<file path="src/rtl/tile_match_engine.sv">
// tile_match_engine: parametrised tile-matching game core.
// Ports: CLOCK_50/reset (async, active-high); inGameOn/userquit from the
// menu FSM; selectSW (falling edge = select) and SW pick a tile; tileColors
// is the per-game colour table; ledMask/matchedMask/color1/color2/
// color1Valid/color2Valid/mismatch/moves/gameOver drive the displays.
module tile_match_engine #(
    parameter int NUM_TILES     = 10,
    parameter int COLOR_W       = 3,
    parameter int SCORE_W       = 8,
    parameter int REVEAL_CYCLES = 100000000
) (
    input  logic                         CLOCK_50,
    input  logic                         reset,
    input  logic                         inGameOn,
    input  logic                         userquit,
    input  logic                         selectSW,
    input  logic [NUM_TILES-1:0]         SW,
    input  logic [NUM_TILES*COLOR_W-1:0] tileColors,
    output logic [NUM_TILES-1:0]         ledMask,
    output logic [NUM_TILES-1:0]         matchedMask,
    output logic [COLOR_W-1:0]           color1,
    output logic [COLOR_W-1:0]           color2,
    output logic                         color1Valid,
    output logic                         color2Valid,
    output logic                         mismatch,
    output logic [SCORE_W-1:0]           moves,
    output logic                         gameOver
);

    localparam int IDX_W = (NUM_TILES > 2) ? $clog2(NUM_TILES) : 1;
    localparam int CNT_W = (REVEAL_CYCLES > 1) ? $clog2(REVEAL_CYCLES) : 1;
    localparam logic [CNT_W-1:0] REV_LOAD = CNT_W'(REVEAL_CYCLES - 1);

    typedef enum logic [2:0] {
        NOT_IN_GAME,
        IDLE,
        ONE_TILE,
        TWO_TILE,
        REVEAL,
        GAME_OVER
    } state_t;

    state_t                       state;
    logic                         s1;
    logic                         s2;
    logic [NUM_TILES*COLOR_W-1:0] color_tab;
    logic [IDX_W-1:0]             idx1;
    logic [IDX_W-1:0]             idx2;
    logic [CNT_W-1:0]             rev_cnt;

    logic                         sel;
    logic                         abort;
    logic [NUM_TILES-1:0]         oh1;
    logic [NUM_TILES-1:0]         oh2;
    logic [NUM_TILES-1:0]         excl;
    logic [NUM_TILES-1:0]         cand;
    logic [NUM_TILES-1:0]         new_matched;
    logic                         pick_ok;
    logic [IDX_W-1:0]             pick_idx;
    logic [COLOR_W-1:0]           pick_color;

    assign sel         = s2 & ~s1;
    assign abort       = userquit | ~inGameOn;
    assign oh1         = NUM_TILES'(1) << idx1;
    assign oh2         = NUM_TILES'(1) << idx2;
    // The first pick may not be chosen again as the second pick.
    assign excl        = (state == ONE_TILE) ? oh1 : '0;
    assign cand        = SW & ~matchedMask & ~excl;
    assign new_matched = matchedMask | oh1 | oh2;
    assign pick_color  = color_tab[pick_idx*COLOR_W +: COLOR_W];

    // Lowest qualifying index wins: scan downward so the last hit is lowest.
    always_comb begin
        pick_ok  = 1'b0;
        pick_idx = '0;
        for (int i = NUM_TILES - 1; i >= 0; i--) begin
            if (cand[i]) begin
                pick_ok  = 1'b1;
                pick_idx = IDX_W'(i);
            end
        end
    end

    always_ff @(posedge CLOCK_50 or posedge reset) begin
        if (reset) begin
            state       <= NOT_IN_GAME;
            s1          <= 1'b0;
            s2          <= 1'b0;
            color_tab   <= '0;
            idx1        <= '0;
            idx2        <= '0;
            rev_cnt     <= '0;
            ledMask     <= '0;
            matchedMask <= '0;
            color1      <= '0;
            color2      <= '0;
            color1Valid <= 1'b0;
            color2Valid <= 1'b0;
            mismatch    <= 1'b0;
            moves       <= '0;
            gameOver    <= 1'b0;
        end else begin
            s1 <= selectSW;
            s2 <= s1;
            if (state != NOT_IN_GAME && abort) begin
                // Leaving the game clears everything the displays see.
                state       <= NOT_IN_GAME;
                idx1        <= '0;
                idx2        <= '0;
                rev_cnt     <= '0;
                ledMask     <= '0;
                matchedMask <= '0;
                color1      <= '0;
                color2      <= '0;
                color1Valid <= 1'b0;
                color2Valid <= 1'b0;
                mismatch    <= 1'b0;
                moves       <= '0;
                gameOver    <= 1'b0;
            end else begin
                unique case (state)
                    NOT_IN_GAME: begin
                        if (inGameOn) begin
                            color_tab   <= tileColors;
                            matchedMask <= '0;
                            moves       <= '0;
                            gameOver    <= 1'b0;
                            ledMask     <= '0;
                            state       <= IDLE;
                        end
                    end
                    IDLE: begin
                        if (sel && pick_ok) begin
                            idx1        <= pick_idx;
                            color1      <= pick_color;
                            color1Valid <= 1'b1;
                            ledMask     <= ledMask | (NUM_TILES'(1) << pick_idx);
                            state       <= ONE_TILE;
                        end
                    end
                    ONE_TILE: begin
                        if (sel && pick_ok) begin
                            idx2        <= pick_idx;
                            color2      <= pick_color;
                            color2Valid <= 1'b1;
                            ledMask     <= ledMask | (NUM_TILES'(1) << pick_idx);
                            state       <= TWO_TILE;
                        end
                    end
                    TWO_TILE: begin
                        if (sel) begin
                            if (moves != '1)
                                moves <= moves + SCORE_W'(1);
                            if (color1 == color2) begin
                                matchedMask <= new_matched;
                                idx1        <= '0;
                                idx2        <= '0;
                                color1      <= '0;
                                color2      <= '0;
                                color1Valid <= 1'b0;
                                color2Valid <= 1'b0;
                                if (&new_matched) begin
                                    ledMask  <= '0;
                                    gameOver <= 1'b1;
                                    state    <= GAME_OVER;
                                end else begin
                                    ledMask <= new_matched;
                                    state   <= IDLE;
                                end
                            end else begin
                                rev_cnt  <= REV_LOAD;
                                mismatch <= 1'b1;
                                state    <= REVEAL;
                            end
                        end
                    end
                    REVEAL: begin
                        if (rev_cnt == '0) begin
                            idx1        <= '0;
                            idx2        <= '0;
                            color1      <= '0;
                            color2      <= '0;
                            color1Valid <= 1'b0;
                            color2Valid <= 1'b0;
                            mismatch    <= 1'b0;
                            ledMask     <= matchedMask;
                            state       <= IDLE;
                        end else begin
                            rev_cnt <= rev_cnt - CNT_W'(1);
                        end
                    end
                    GAME_OVER: begin
                        ledMask <= '0;
                    end
                    default: state <= NOT_IN_GAME;
                endcase
            end
        end
    end

endmodule

</file>
<file path="config.mk">
export PLATFORM = sky130hd
export DESIGN_NAME = tile_match_engine
export DESIGN_NICKNAME = d
export VERILOG_FILES = /design/src/rtl/tile_match_engine.sv
export SDC_FILE = /design/constraint.sdc
export NUM_CORES = 1
export LEC_CHECK = 0
export BUFFER_PORTS_ARGS = -buffer_cell sky130_fd_sc_hd__buf_4
export CORE_ASPECT_RATIO = 1.5
export CORE_UTILIZATION = 50
export CTS_BUF_LIST = sky130_fd_sc_hd__clkbuf_4 sky130_fd_sc_hd__clkbuf_8
export CTS_CLUSTER_SIZE = 12
export DETAILED_ROUTE_END_ITERATION = 16
export GPL_ROUTABILITY_DRIVEN = 0
export PLACE_DENSITY = 0.73
export SYNTH_ARGS = -nofsm -noshare
export SYNTH_HDL_FRONTEND = slang
export SYNTH_SLANG_ARGS = --single-unit
</file>
<file path="constraint.sdc">
create_clock -name CLOCK_50 -period 2.8 [get_ports CLOCK_50]
set_input_delay 0.14 -clock CLOCK_50 [delete_from_list [all_inputs] [get_ports CLOCK_50]]
set_output_delay 0.14 -clock CLOCK_50 [all_outputs]
set_load 0.02 [all_outputs]
</file>
Yosys cells after proc, flatten, opt, wreduce, memory -nomap -nowiden. Cells that the tools add are included.

Flip-flop bits (word level): 108. Output and inout port bits: 38.

$add $sub $neg: 2. Multiply operators: 1. Equal/unequal tests: 19. Shift operators: 4. Muxes and demuxes: 86. Bitwise gates (word level): 12. Reductions and logical operators: 22.

Operator list (count): two-way mux 10 bit (11); two-way mux 27 bit (4); two-way mux 4 bit (16); case mux 27 bit (2 select lines) (1); case mux 10 bit (5 select lines) (1); two-way mux 3 bit (14); two-way mux 8 bit (4); bitwise OR 10 bit (3); variable part select 30 x 7 -> 3 bit (1); << shifter 1 x 4 -> 10 bit (first input constant) (3); zero test 27 bit (1); inequality test 3 bit (second input constant) (9); subtractor 27 x 1 -> 27 bit (second input constant) (1); two-way mux 1 bit (24); case mux 4 bit (3 select lines) (2); AND 10 bit (2); inverter 10 bit (2); case mux 10 bit (2 select lines) (1); case mux 3 bit (3 select lines) (2); case mux 3 bit (6 select lines) (1); case mux 8 bit (2 select lines) (1); AND reduction 4 bit (4); AND reduction 5 bit (3); AND reduction 6 bit (2); other kinds (22) (33).

Logic depth before layout (Yosys ltp). Gate-level depths: netlist of run 1.

Depth after elaboration: 19. Gate-level depth with buffers: 12. Gate-level depth less buffers: 10.

Worst setup path before layout of run 1. No wires, ideal clock.

Kind: reg2reg. Start: register rev_cnt[0]. End: register color1Valid. Data arrival time: 2.657 ns. Required time: 2.675 ns. Path slack: 0.019 ns. Stages on the path, launching flop included: 12. Path buffers: 1. Cells stage by stage: dfrtp_1 inv_1 ha_1 or3b_1 clkbuf_1 nor4_4 nand2_2 nor3_4 a21oi_1 nand2b_4 a31oi_4 mux2_2.

Cells in the longest elaborated chain, start to end: 3.

Ends and longest elaborated chain: from (decl) (RTL line 49) `logic [CNT_W-1:0] rev_cnt;`; from (signal assigned) (RTL line 189) `rev_cnt <= rev_cnt - CNT_W'(1);`; zero test 27 bit (RTL line 178) `if (rev_cnt == '0) begin`; inequality test 3 bit (no line); AND reduction 5 bit (no line); to (signal assigned) (RTL line 136) `color1Valid <= 1'b1;`; to (signal assigned) (RTL line 160) `color1Valid <= 1'b0;`; to (signal assigned) (RTL line 183) `color1Valid <= 1'b0;`; to (decl) (RTL line 23) `output logic color1Valid,`.

No other way between the ends. A chain may end at the register's enable or synchronous reset.

Worst setup path after layout of run 1.
Start: register state[2]. End: register ledMask[5].

Cells in the longest elaborated chain, start to end: 19.

Ends and longest elaborated chain: from (decl) (RTL line 43) `state_t state;`; from (signal assigned) (RTL line 86) `state <= NOT_IN_GAME;`; from (signal assigned) (RTL line 107) `state <= NOT_IN_GAME;`; from (signal assigned) (RTL line 129) `state <= IDLE;`; equality test 3 x 2 -> 1 bit (RTL line 67, 121); two-way mux 10 bit (RTL line 67) `assign excl = (state == ONE_TILE) ? oh1 : '0;`; inverter 10 bit (RTL line 68) `assign cand = SW & ~matchedMask & ~excl;`; AND 10 bit (RTL line 68); two-way mux 4 bit (10 in series) (RTL line 77) `if (cand[i]) begin`; << shifter 1 x 4 -> 10 bit (RTL line 137, 146); bitwise OR 10 bit (RTL line 137, 146); two-way mux 10 bit (RTL line 133, 142); case mux 10 bit (5 select lines) (RTL line 121) `unique case (state)`; two-way mux 10 bit (RTL line 105) `if (state != NOT_IN_GAME && abort) begin`; to (signal assigned) (RTL line 137) `ledMask <= ledMask | (NUM_TILES'(1) << pick_idx);`; to (signal assigned) (RTL line 146) `ledMask <= ledMask | (NUM_TILES'(1) << pick_idx);`; to (signal assigned) (RTL line 167) `ledMask <= new_matched;`; to (decl) (RTL line 19) `output logic [NUM_TILES-1:0] ledMask,`.

Parallel ways exist; a longest one is shown, timed or not. The select of a mux whose other input is x is not followed.

==> results.sh, run 1 <==
export IMPL_status="finished with violations"
export IMPL_violations="negative setup slack"
export IMPL_worst_pin_slew_ps=802.0
export IMPL_timing_final_crit_share_pct=100.9
export IMPL_drv_cap=0
export IMPL_overflow=0
export IMPL_area_growth_pct=28.96
export IMPL_critPathCaptureType="flop"
export IMPL_synth_area_um2=6330
export IMPL_final_setup_viol_count=2
export IMPL_antenna_found_initial=0
export IMPL_die_h_um=139.8
export IMPL_drt_initial_drc_count=506
export IMPL_required_ps=3090
export IMPL_cts_root_buf="clkbuf_8"
export IMPL_clock_sinks=108
export IMPL_worst_ep_arrival_time_ps=3110
export IMPL_die_w_um=93.87
export IMPL_wl_per_cell_um=19.66
export IMPL_synthArstFlopShare_pct=100.0
export IMPL_dp_hpwl_um=13790
export IMPL_fin_ws_ps=-25.84
export IMPL_ys_warn_count=0
export IMPL_cp_max_fo=5
export IMPL_grt_pass1_vias=6141
export IMPL_drive_gt1_share_pct=31.54
export IMPL_core_um2=12390
export IMPL_synth_area_top_cells="dfrtp_1 43%, mux2_2 8.5%, nor2_1 4.1%"
export IMPL_post_route_drc_count=0
export IMPL_synth_seq_cells=108
export IMPL_grt_total_usage_pct=29.72
export IMPL_placed_cell_area_um2=7385
export IMPL_grtUsageMet1_pct=32.60
export IMPL_grt_max_degree=44
export IMPL_path_class="flop to flop"
export IMPL_final_seq_area_um2=2704
export IMPL_synth_top_area_share_pct=42.70
export IMPL_syn_inst=660
export IMPL_hold_viol=0
export IMPL_hold_path_startpoint="userquit"
export IMPL_fin_area_um2=8163
export IMPL_ir_worst_vdd_v=0.0005202
export IMPL_r2r_start="state[2]$_DFFE_PP0P_"
export IMPL_max_freq_mhz=353.9
export IMPL_maxSlewViolCount=0
export IMPL_slew_headroom_pct=46.42
export IMPL_final_nets=860
export IMPL_power_w=0.006891
export IMPL_clk_latency_ps=400
export IMPL_multi_input_area_um2=3557
export IMPL_crit_chain="or3b_1 -> nor4_2 -> a211oi_2 -> o2bb2ai_1 -> a22oi_4 -> buf_4 -> and2_1 -> a222oi_1 -> o21ai_2"
export IMPL_htreeDepth=3
export IMPL_synth_seq_area_share_pct=42.70
export IMPL_synth_top_area_cell="dfrtp_1"
export IMPL_clkSlewWorstSetupHoldPaths_ps=120
export IMPL_clock_path_buffers=2
export IMPL_placed_cells=914
export IMPL_vias=6110
export IMPL_use_met3_pct=4.098
export IMPL_avgSynthCellArea_um2=9.591
export IMPL_fin_crit_ps=2826
export IMPL_power_per_cell_area_nw_per_um2=844.2
export IMPL_routed_wl_um=19150
export IMPL_dp_slack_ps=-52.04
export IMPL_io_pins=83
export IMPL_hp_class="input pin to flop"
export IMPL_viasPerCell=6.273
export IMPL_leakagePower_nw=3.513
export IMPL_top_usage_layer="met2"
export IMPL_dr_pass1_iters=6
export IMPL_die_area_um2=13120
export IMPL_slowest_delay_ps=500
export IMPL_fp_row_count=50
export IMPL_start_kind="flop"
export IMPL_grt_pass1_wl_um=30410
export IMPL_synth_ff_type="dfrtp_1"
export IMPL_finalClockSkew_ps=14.62
export IMPL_ant_nets=0
export IMPL_cp_startpoint="state[2]$_DFFE_PP0P_"
export IMPL_cp_slowest_cell="or3b_1"
export IMPL_cts_made_buffers=9
export IMPL_yosysUniqueCellTypes=81
export IMPL_synth_edff_count=0
export IMPL_fillerInstances=962
export IMPL_num_antenna_cells=0
export IMPL_syn_nets=707
export IMPL_initial_core_util_pct=51.10
export IMPL_fin_cells=974
export IMPL_gr_usage_met2_pct=53.28
export IMPL_portBuffers=82
export IMPL_cts_tree="done"
Yosys cell counts, types with 3 or more instances:
library cell,instances
dfrtp_1,108
nor2_1,69
nand2_1,58
mux2_2,48
o21ai_0,44
a21oi_1,24
clkbuf_1,22
nand2b_1,22
nor3_1,20
nand3_1,16
nor2b_1,15
a311oi_1,12
inv_1,12
mux2i_1,11
xnor2_1,11
o31ai_1,10
a31oi_1,9
nor4_1,9
a211oi_1,7
and2_1,7
buf_2,7
a211o_1,6
a222oi_1,6
and3_1,6
a221oi_1,5
o211ai_1,4
o2bb2ai_1,4
a21boi_0,3
a2bb2oi_1,3
a31o_2,3
nand4_1,3
nor4b_1,3
o21a_1,3
or4_1,3
layer usage:
| metal | up-vias | routed length [µm] |
|---|---|---|
| met5 | - | 0 |
| met4 | 0 | 1018 |
| met3 | 82 | 1013 |
| met2 | 305 | 10230 |
| met1 | 2961 | 6886 |
| li1 | 2762 | - |
critical path: cells and delay by family, from the launching register on:
kind	cells	cell delay, ps
AOI/OAI and AO/OA	5	1020
and+or+nand+nor	3	1120
buffers and inverters	1	160
DFF	1	420
sequential cells by signal, summed over array words and instances (netlist names):
signal,cells
gameOver,1
matchedMask,10
moves,8
idx1,4
color2Valid,1
s1,1
idx2,4
mismatch,1
state,3
ledMask,10
s2,1
color2,3
color_tab,30
rev_cnt,27
color1,3
color1Valid,1
area by class of cell:
cell class	count	share of cell area, %
multi-input combinational	506	43.58
sequential	108	33.12
timing repair buffer	175	17.69
tap	156	2.391
clock buffer	9	1.517
clock inverter	7	1.058
inverter	13	0.6438
placed cells by master, fill, tap and decap left out, drive strengths merged, types with 7 or more instances in the layout:
cell type	count
buf	143
dfrtp	108
nor2	70
nand2	60
o21ai	49
mux2	48
dlygate4sd3	32
a21oi	24
nand2b	23
nor3	21
nand3	16
nor2b	15
inv	15
a311oi	12
nor4	12
xnor2	11
mux2i	11
o31ai	11
a31oi	11
clkbuf	9
and2	7
a211oi	7
report_power, final:
| part | internal (W) | switching, W | total [W] |
|---|---|---|---|
| logic | 0.00156 | 0.00182 | 0.00338 |
| clock network | 0.000361 | 0.000648 | 0.00101 |
| registers | 0.00205 | 0.000455 | 0.00251 |
| total | 0.00397 | 0.00292 | 0.00689 |
per-stage QoR:
stage               util, %  hold slack [ps]  TNS, ps
floorplan                 -            171.4        0
global placement      59.62            255.9        0
detailed placement    59.62            253.6   -341.4
CTS                   64.24            283.4        0
global route          65.90            318.3   -274.5
finish                65.90            294.3   -27.59
path summary, 6_finish.rpt:
path / to / slack (ps) / cells after the start
max in group asynchronous: color_tab[15]$_DFFE_PP0P_ / 1520 / 4
hold / removal: state[1]$_DFFE_PP0P_ / 290 / 3
min in group asynchronous: state[1]$_DFFE_PP0P_ / 430 / 3
setup / recovery: ledMask[5]$_DFFE_PP0P_ / -30 / 9
setup reg to reg: ledMask[5]$_DFFE_PP0P_ / -30 / 9
hold reg to reg: s2$_DFF_PP0_ / 420 / 0
kinds of logic (layout without fill, tap and decap cells):
logic type / Yosys count / count (layout) / synth area share (%)
mux: 59 / 59 / 10.28
simple gates: 251 / 251 / 20.72
flops: 108 / 108 / 42.70
xor+xnor: 12 / 12 / 1.660
buf+inv: 47 / 204 / 3.182
fa+ha+maj: 2 / 2 / 0.3953
compound gates: 181 / 182 / 21.07
what timing repair did:
action | 4_1_cts | 5_1_grt
endpoints found under the hold margin | 66 | 0
gates cloned | 1 | 0
resized for setup | 4 | 32
setup endpoints to repair | 26 | 27
pin swaps | 3 | 10
hold buffers | 32 | 0
setup buffers | 2 | 9
(Power assumes the default switching activity.)
==> run 2: changes to the inputs <==
--- a/config.mk
+++ b/config.mk
@@ -6,13 +6,15 @@
 export NUM_CORES = 1
 export LEC_CHECK = 0
 export BUFFER_PORTS_ARGS = -buffer_cell sky130_fd_sc_hd__buf_4
+export CELL_PAD_IN_SITES_DETAIL_PLACEMENT = 0
+export CELL_PAD_IN_SITES_GLOBAL_PLACEMENT = 1
 export CORE_ASPECT_RATIO = 1.5
-export CORE_UTILIZATION = 50
+export CORE_UTILIZATION = 42
 export CTS_BUF_LIST = sky130_fd_sc_hd__clkbuf_4 sky130_fd_sc_hd__clkbuf_8
 export CTS_CLUSTER_SIZE = 12
 export DETAILED_ROUTE_END_ITERATION = 16
 export GPL_ROUTABILITY_DRIVEN = 0
-export PLACE_DENSITY = 0.73
+export PLACE_DENSITY_LB_ADDON = 0.1
 export SYNTH_ARGS = -nofsm -noshare
 export SYNTH_HDL_FRONTEND = slang
 export SYNTH_SLANG_ARGS = --single-unit
==> run 2 against run 1 <==
Effect of this change: the flow now finishes without violations; core utilization shrank 9.7 points; combinational power shrank 1%; first-iteration DRC count shrank 39%; hold slack gained 56 ps; die area grew 19%; non-clock buffer count grew 4; setup slack gained 100 ps; sequential power is essentially flat; routed wire length shrank 0.83%.
==> results.sh, run 2 (synthesis gave the netlist of run 1 again) <==
export IMPL_maxSlewViolCount=0
export IMPL_initial_core_util_pct=43.17
export IMPL_fin_area_um2=8234
export IMPL_switching_share_pct=41.52
export IMPL_power_per_cell_area_nw_per_um2=836.2
export IMPL_cp_top_family="compound AO/OA/AOI/OAI gates"
export IMPL_fin_cells=1018
export IMPL_num_antenna_cells=0
export IMPL_post_route_drc_count=0
export IMPL_portBuffers=82
export IMPL_die_h_um=152.4
export IMPL_worst_ep_arrival_time_ps=3020
export IMPL_drv_cap=0
export IMPL_final_setup_viol_count=0
export IMPL_timing_final_crit_share_pct=97.36
export IMPL_hold_viol=0
export IMPL_clkSlewWorstSetupHoldPaths_ps=120
export IMPL_io_pins=83
export IMPL_cp_max_fo=8
export IMPL_die_w_um=102.2
export IMPL_area_growth_pct=30.09
export IMPL_cp_slowest_cell="dfrtp_1"
export IMPL_grt_max_degree=40
export IMPL_required_ps=3100
export IMPL_die_area_um2=15580
export IMPL_final_common_cell="buf_4"
export IMPL_fp_row_count=54
export IMPL_viasPerCell=5.717
export IMPL_leakagePower_nw=3.531
export IMPL_worst_pin_slew_ps=748.7
export IMPL_fillerInstances=1383
export IMPL_drive_gt1_share_pct=31.63
export IMPL_placed_cell_area_um2=7510
export IMPL_placed_cells=964
export IMPL_drt_initial_drc_count=310
export IMPL_cts_tree="done"
export IMPL_ant_nets=0
export IMPL_crit_top_cell="mux2_2"
export IMPL_critPathCaptureType="flop"
export IMPL_fin_crit_ps=2726
export IMPL_final_nets=864
export IMPL_p_comb_share_pct=48.4
export IMPL_cts_made_buffers=9
export IMPL_dr_pass1_iters=5
export IMPL_critPathBufInv=2
export IMPL_crit_chain="nand2b_1 -> mux2_2 -> a32oi_4 -> nor4_4 -> buf_4 -> a31oi_2 -> o21ai_2 -> a31oi_4 -> buf_12 -> mux2_2"
export IMPL_cts_root_buf="clkbuf_8"
export IMPL_final_cell_mix="143 x buf_4, 104 x dfrtp_1, 69 x nor2_1"
export IMPL_status="complete, no violations"
export IMPL_dp_hpwl_um=14320
export IMPL_ir_worst_vdd_v=0.0003608
export IMPL_antenna_found_initial=0
export IMPL_finalClockSkew_ps=13.67
export IMPL_pwr_share_seq_pct=36.3
export IMPL_multi_input_area_um2=3540
export IMPL_start_kind="flop"
export IMPL_grt_pass1_wl_um=30180
export IMPL_hp_class="input pin to flop"
export IMPL_finalHoldWorstSlack_ps=350.4
export IMPL_grt_pass1_vias=5853
export IMPL_htreeDepth=3
export IMPL_final_seq_area_um2=2708
export IMPL_wl_per_cell_um=18.65
export IMPL_grt_total_usage_pct=25.30
export IMPL_slowest_delay_ps=400
export IMPL_routed_wl_um=18990
export IMPL_largest_reg_flops=30
export IMPL_path_class="flop to flop"
export IMPL_p_sw_w=0.002859
export IMPL_p_int_w=0.004027
export IMPL_overflow=0
export IMPL_largest_register="color_tab"
export IMPL_clock_path_buffers=2
export IMPL_max_freq_mhz=366.8
export IMPL_fin_tns_setup_ps=0
export IMPL_clk_latency_ps=410
export IMPL_p_clk_share_pct=15.3
export IMPL_reg_largest_list="color_tab: 30 flops, rev_cnt: 27 flops"
export IMPL_slew_headroom_pct=49.98
export IMPL_clock_sinks=108
export IMPL_core_um2=14660
export IMPL_vias=5820
## run 2: cell count changes in the layout (fill, tap and decap cells not counted), moves of 2 or more
cell	change
buf_4	+4
a211oi_1	+2
dfrtp_1	-3
nor2_2	-2
nor2_1	+2
o21ai_1	-2
a211oi_2	-2
clkinv_8	-2
dfrtp_2	+3
## run 2: per-layer routing
metal  track usage [%]  vias up  routed length, µm
met5                 0        -                  0
met4             12.52        0                778
met3             4.404       46                560
met2             44.84      125              10220
met1             28.48     2875               7426
li1                  -     2774                  -
## run 2: worst register-to-register path, stage by stage, from the launching register on
cell	delay [ps]
dfrtp_1	400
nand2b_1	280
mux2_2	370
a32oi_4	300
nor4_4	70
buf_4	180
a31oi_2	230
o21ai_2	110
a31oi_4	220
buf_12	150
mux2_2	340
## run 2: power by group through the flow
stage / Clock (W) / Sequential (W) / Combinational [W]
2_1_floorplan: 0 / 0.00244 / 0.00212
3_3_place_gp: 0 / 0.00249 / 0.00303
3_5_place_dp: 0 / 0.00252 / 0.00311
4_1_cts: 0.00108 / 0.00249 / 0.00320
5_1_grt: 0.00114 / 0.00257 / 0.00361
6_report: 0.00106 / 0.00250 / 0.00333
## run 2: layout make-up
type                            instances  area share (%)
Clock inverter                          7           1.109
Timing Repair Buffer                  179           17.90
Multi-Input combinational cell        506           42.99
Sequential cell                       108           32.88
Inverter                               13          0.6382
Clock buffer                            9           1.504
Tap cell                              196           2.978
## run 2: per-stage QoR
step | worst slack [ps] | total power (W) | utilization [%]
2_1_floorplan | 18.65 | 0.004553 | -
3_3_place_gp | 60.08 | 0.005520 | 51.22
3_5_place_dp | 7.897 | 0.005626 | 51.22
4_1_cts | 5.443 | 0.006772 | 55.06
5_1_grt | -47.13 | 0.007322 | 56.16
6_report | 74.02 | 0.006885 | 56.16
## run 2: final timing paths
| path | start | endpoint | slack (ps) | depth (start not counted) |
|---|---|---|---|---|
| worst max-delay path | matchedMask[6]$_DFFE_PP0P_ | idx1[1]$_DFFE_PP0P_ | 70 | 10 |
| worst min-delay path | userquit | matchedMask[8]$_DFFE_PP0P_ | 350 | 5 |
| worst max register to register | matchedMask[6]$_DFFE_PP0P_ | idx1[1]$_DFFE_PP0P_ | 70 | 10 |
| worst min register to register | s1$_DFF_PP0_ | s2$_DFF_PP0_ | 420 | 0 |
| max in group asynchronous | reset | moves[1]$_DFFE_PP0P_ | 1680 | 4 |
| min in group asynchronous | reset | matchedMask[1]$_DFFE_PP0P_ | 400 | 3 |
## run 2: what timing repair did
action,in CTS,in global routing
buffers inserted,1,4
cloned,0,1
hold endpoints to repair,61,0
endpoints found under the setup margin,8,30
resized for setup,2,32
hold buffers,32,0
pin swaps,0,13
==> run 3: changes to the inputs <==
--- a/config.mk
+++ b/config.mk
@@ -14,7 +14,7 @@
 export CTS_CLUSTER_SIZE = 12
 export DETAILED_ROUTE_END_ITERATION = 16
 export GPL_ROUTABILITY_DRIVEN = 0
-export PLACE_DENSITY_LB_ADDON = 0.1
+export PLACE_DENSITY = 0.81
 export SYNTH_ARGS = -nofsm -noshare
 export SYNTH_HDL_FRONTEND = slang
 export SYNTH_SLANG_ARGS = --single-unit
==> run 3 against run 2 <==
Effect of this change: sequential share of layout area up 0.32 points; clock skew rose by 2.1 ps; setup slack got worse by 39 ps; critical path depth is 2 lower; clock power about the same; global-route usage is 0.46 points lower; combinational power fell by 1%; hold slack worse by 73 ps; non-clock buffer count fell by 4; fmax shrank 1.4%.
==> results.sh, run 3 (synthesis gave the netlist of run 1 again) <==
export IMPL_num_antenna_cells=0
export IMPL_hp_class="input pin to flop"
export IMPL_core_um2=14660
export IMPL_p_comb_share_pct=48.0
export IMPL_critPathCaptureType="flop"
export IMPL_fin_cells=1014
export IMPL_required_ps=3100
export IMPL_overflow=0
export IMPL_post_route_drc_count=0
export IMPL_largest_reg_flops=30
export IMPL_worst_pin_slew_ps=656.3
export IMPL_die_w_um=102.2
export IMPL_status="complete, no violations"
export IMPL_grt_pass1_wl_um=29880
export IMPL_vias=5832
export IMPL_grt_max_degree=109
export IMPL_placed_cells=955
export IMPL_start_kind="flop"
export IMPL_worst_ep_arrival_time_ps=3070
export IMPL_max_freq_mhz=361.6
export IMPL_antenna_found_initial=0
export IMPL_cts_made_buffers=9
export IMPL_cp_top_family="simple AND/OR/NAND/NOR gates"
export IMPL_fin_crit_ps=2765
export IMPL_die_area_um2=15580
export IMPL_cp_max_fo=6
export IMPL_maxSlewViolCount=0
export IMPL_slew_headroom_pct=56.16
export IMPL_clock_path_buffers=2
export IMPL_crit_top_cell="a211oi_1"
export IMPL_p_int_w=0.004025
export IMPL_drv_cap=0
export IMPL_path_class="flop to flop"
export IMPL_grt_total_usage_pct=24.84
export IMPL_ir_worst_vdd_v=0.0004965
export IMPL_slowest_delay_ps=450
export IMPL_reg_largest_list="color_tab: 30 flops, rev_cnt: 27 flops"
export IMPL_final_cell_mix="140 x buf_4, 105 x dfrtp_1, 69 x nor2_1"
export IMPL_final_nets=860
export IMPL_final_common_cell="buf_4"
export IMPL_grt_pass1_vias=5857
export IMPL_fillerInstances=1309
export IMPL_drive_gt1_share_pct=30.20
export IMPL_dp_slack_ps=19.96
export IMPL_p_clk_share_pct=15.8
export IMPL_ant_nets=0
export IMPL_p_sw_w=0.002825
export IMPL_leakagePower_nw=3.505
export IMPL_fp_row_count=54
export IMPL_io_pins=83
export IMPL_cts_root_buf="clkbuf_8"
export IMPL_dr_pass1_iters=6
export IMPL_viasPerCell=5.751
export IMPL_dp_hpwl_um=13740
export IMPL_power_per_cell_area_nw_per_um2=840.4
export IMPL_final_setup_viol_count=0
export IMPL_crit_chain="or3b_1 -> nor4_1 -> a211oi_1 -> o2bb2a_1 -> and3_1 -> o31ai_1 -> a211oi_1 -> mux2_2"
export IMPL_initial_core_util_pct=43.17
export IMPL_fin_tns_setup_ps=0
export IMPL_cts_tree="done"
export IMPL_routed_wl_um=18620
export IMPL_cp_slowest_cell="or3b_1"
export IMPL_clkSlewWorstSetupHoldPaths_ps=120
export IMPL_pwr_share_seq_pct=36.2
export IMPL_timing_final_crit_share_pct=98.76
export IMPL_critPathBufInv=0
export IMPL_htreeDepth=3
export IMPL_portBuffers=82
export IMPL_area_growth_pct=28.78
export IMPL_hold_viol=0
export IMPL_clock_sinks=108
export IMPL_wl_per_cell_um=18.36
export IMPL_die_h_um=152.4
export IMPL_largest_register="color_tab"
export IMPL_fin_ws_ps=34.72
export IMPL_drt_initial_drc_count=303
export IMPL_clk_latency_ps=410
export IMPL_finalClockSkew_ps=15.72
export IMPL_switching_share_pct=41.24
==> run 3: power groups by stage <==
stage	registers [W]	clock network (W)	logic, W
after floorplan	0.00244	0	0.00212
after global placement	0.00248	0	0.00295
after detailed placement	0.00250	0	0.00303
after CTS	0.00247	0.00110	0.00308
after global routing	0.00255	0.00118	0.00357
final	0.00248	0.00108	0.00329
==> run 3: cell type report <==
type	instances	area (µm²)	area share, %
multi-input combinational	506	3490	42.81
clock buffer	9	123.9	1.520
inverter	13	52.55	0.6447
timing repair buffer	175	1431	17.56
sequential	108	2706	33.20
tap	196	245.2	3.008
clock inverter	7	102.6	1.259
==> run 3: worst register-to-register path: stages (launching register included) <==
cell	delay, ps
dfrtp_1	420
or3b_1	450
nor4_1	350
a211oi_1	130
o2bb2a_1	410
and3_1	220
o31ai_1	270
a211oi_1	110
mux2_2	290
==> run 3: path summary, 6_finish.rpt <==
check / to / slack, ps / cells after the start / from
max: color2[2]$_DFFE_PP0P_ / 30 / 8 / state[2]$_DFFE_PP0P_
min: state[1]$_DFFE_PP0P_ / 280 / 3 / userquit
max reg2reg: color2[2]$_DFFE_PP0P_ / 30 / 8 / state[2]$_DFFE_PP0P_
min reg2reg: s2$_DFF_PP0_ / 420 / 0 / s1$_DFF_PP0_
max in group asynchronous: idx1[1]$_DFFE_PP0P_ / 1900 / 4 / reset
min in group asynchronous: matchedMask[2]$_DFFE_PP0P_ / 470 / 4 / reset
==> run 3: metrics by stage <==
stage                     total power [W]  hold slack (ps)  utilization (%)  instance area, µm²
after detailed placement         0.005533            263.4            50.76                7442
after floorplan                  0.004553            171.4                -                6334
after global routing             0.007299            281.7            55.60                8152
after global placement           0.005424            262.7            50.76                7442
final                            0.006850            277.3            55.60                8152
after CTS                        0.006646            276.1            54.50                7990
==> run 3: repair_timing <==
action                                 CTS  global route
setup endpoints to repair                2            29
setup buffers                            0            10
hold buffers                            32             0
endpoints found under the hold margin  139             0
pin swaps                                0             8
gates resized for setup                  1            22
cloned                                   0             1
==> run 3: metal layers <==
metal / routed length [µm] / up-vias / GRT usage [%]
met4: 895 / 0 / 13.27
met2: 9824 / 160 / 43.91
li1: - / 2765 / -
met1: 7247 / 2848 / 27.45
met3: 647 / 59 / 4.633
met5: 0 / - / 0
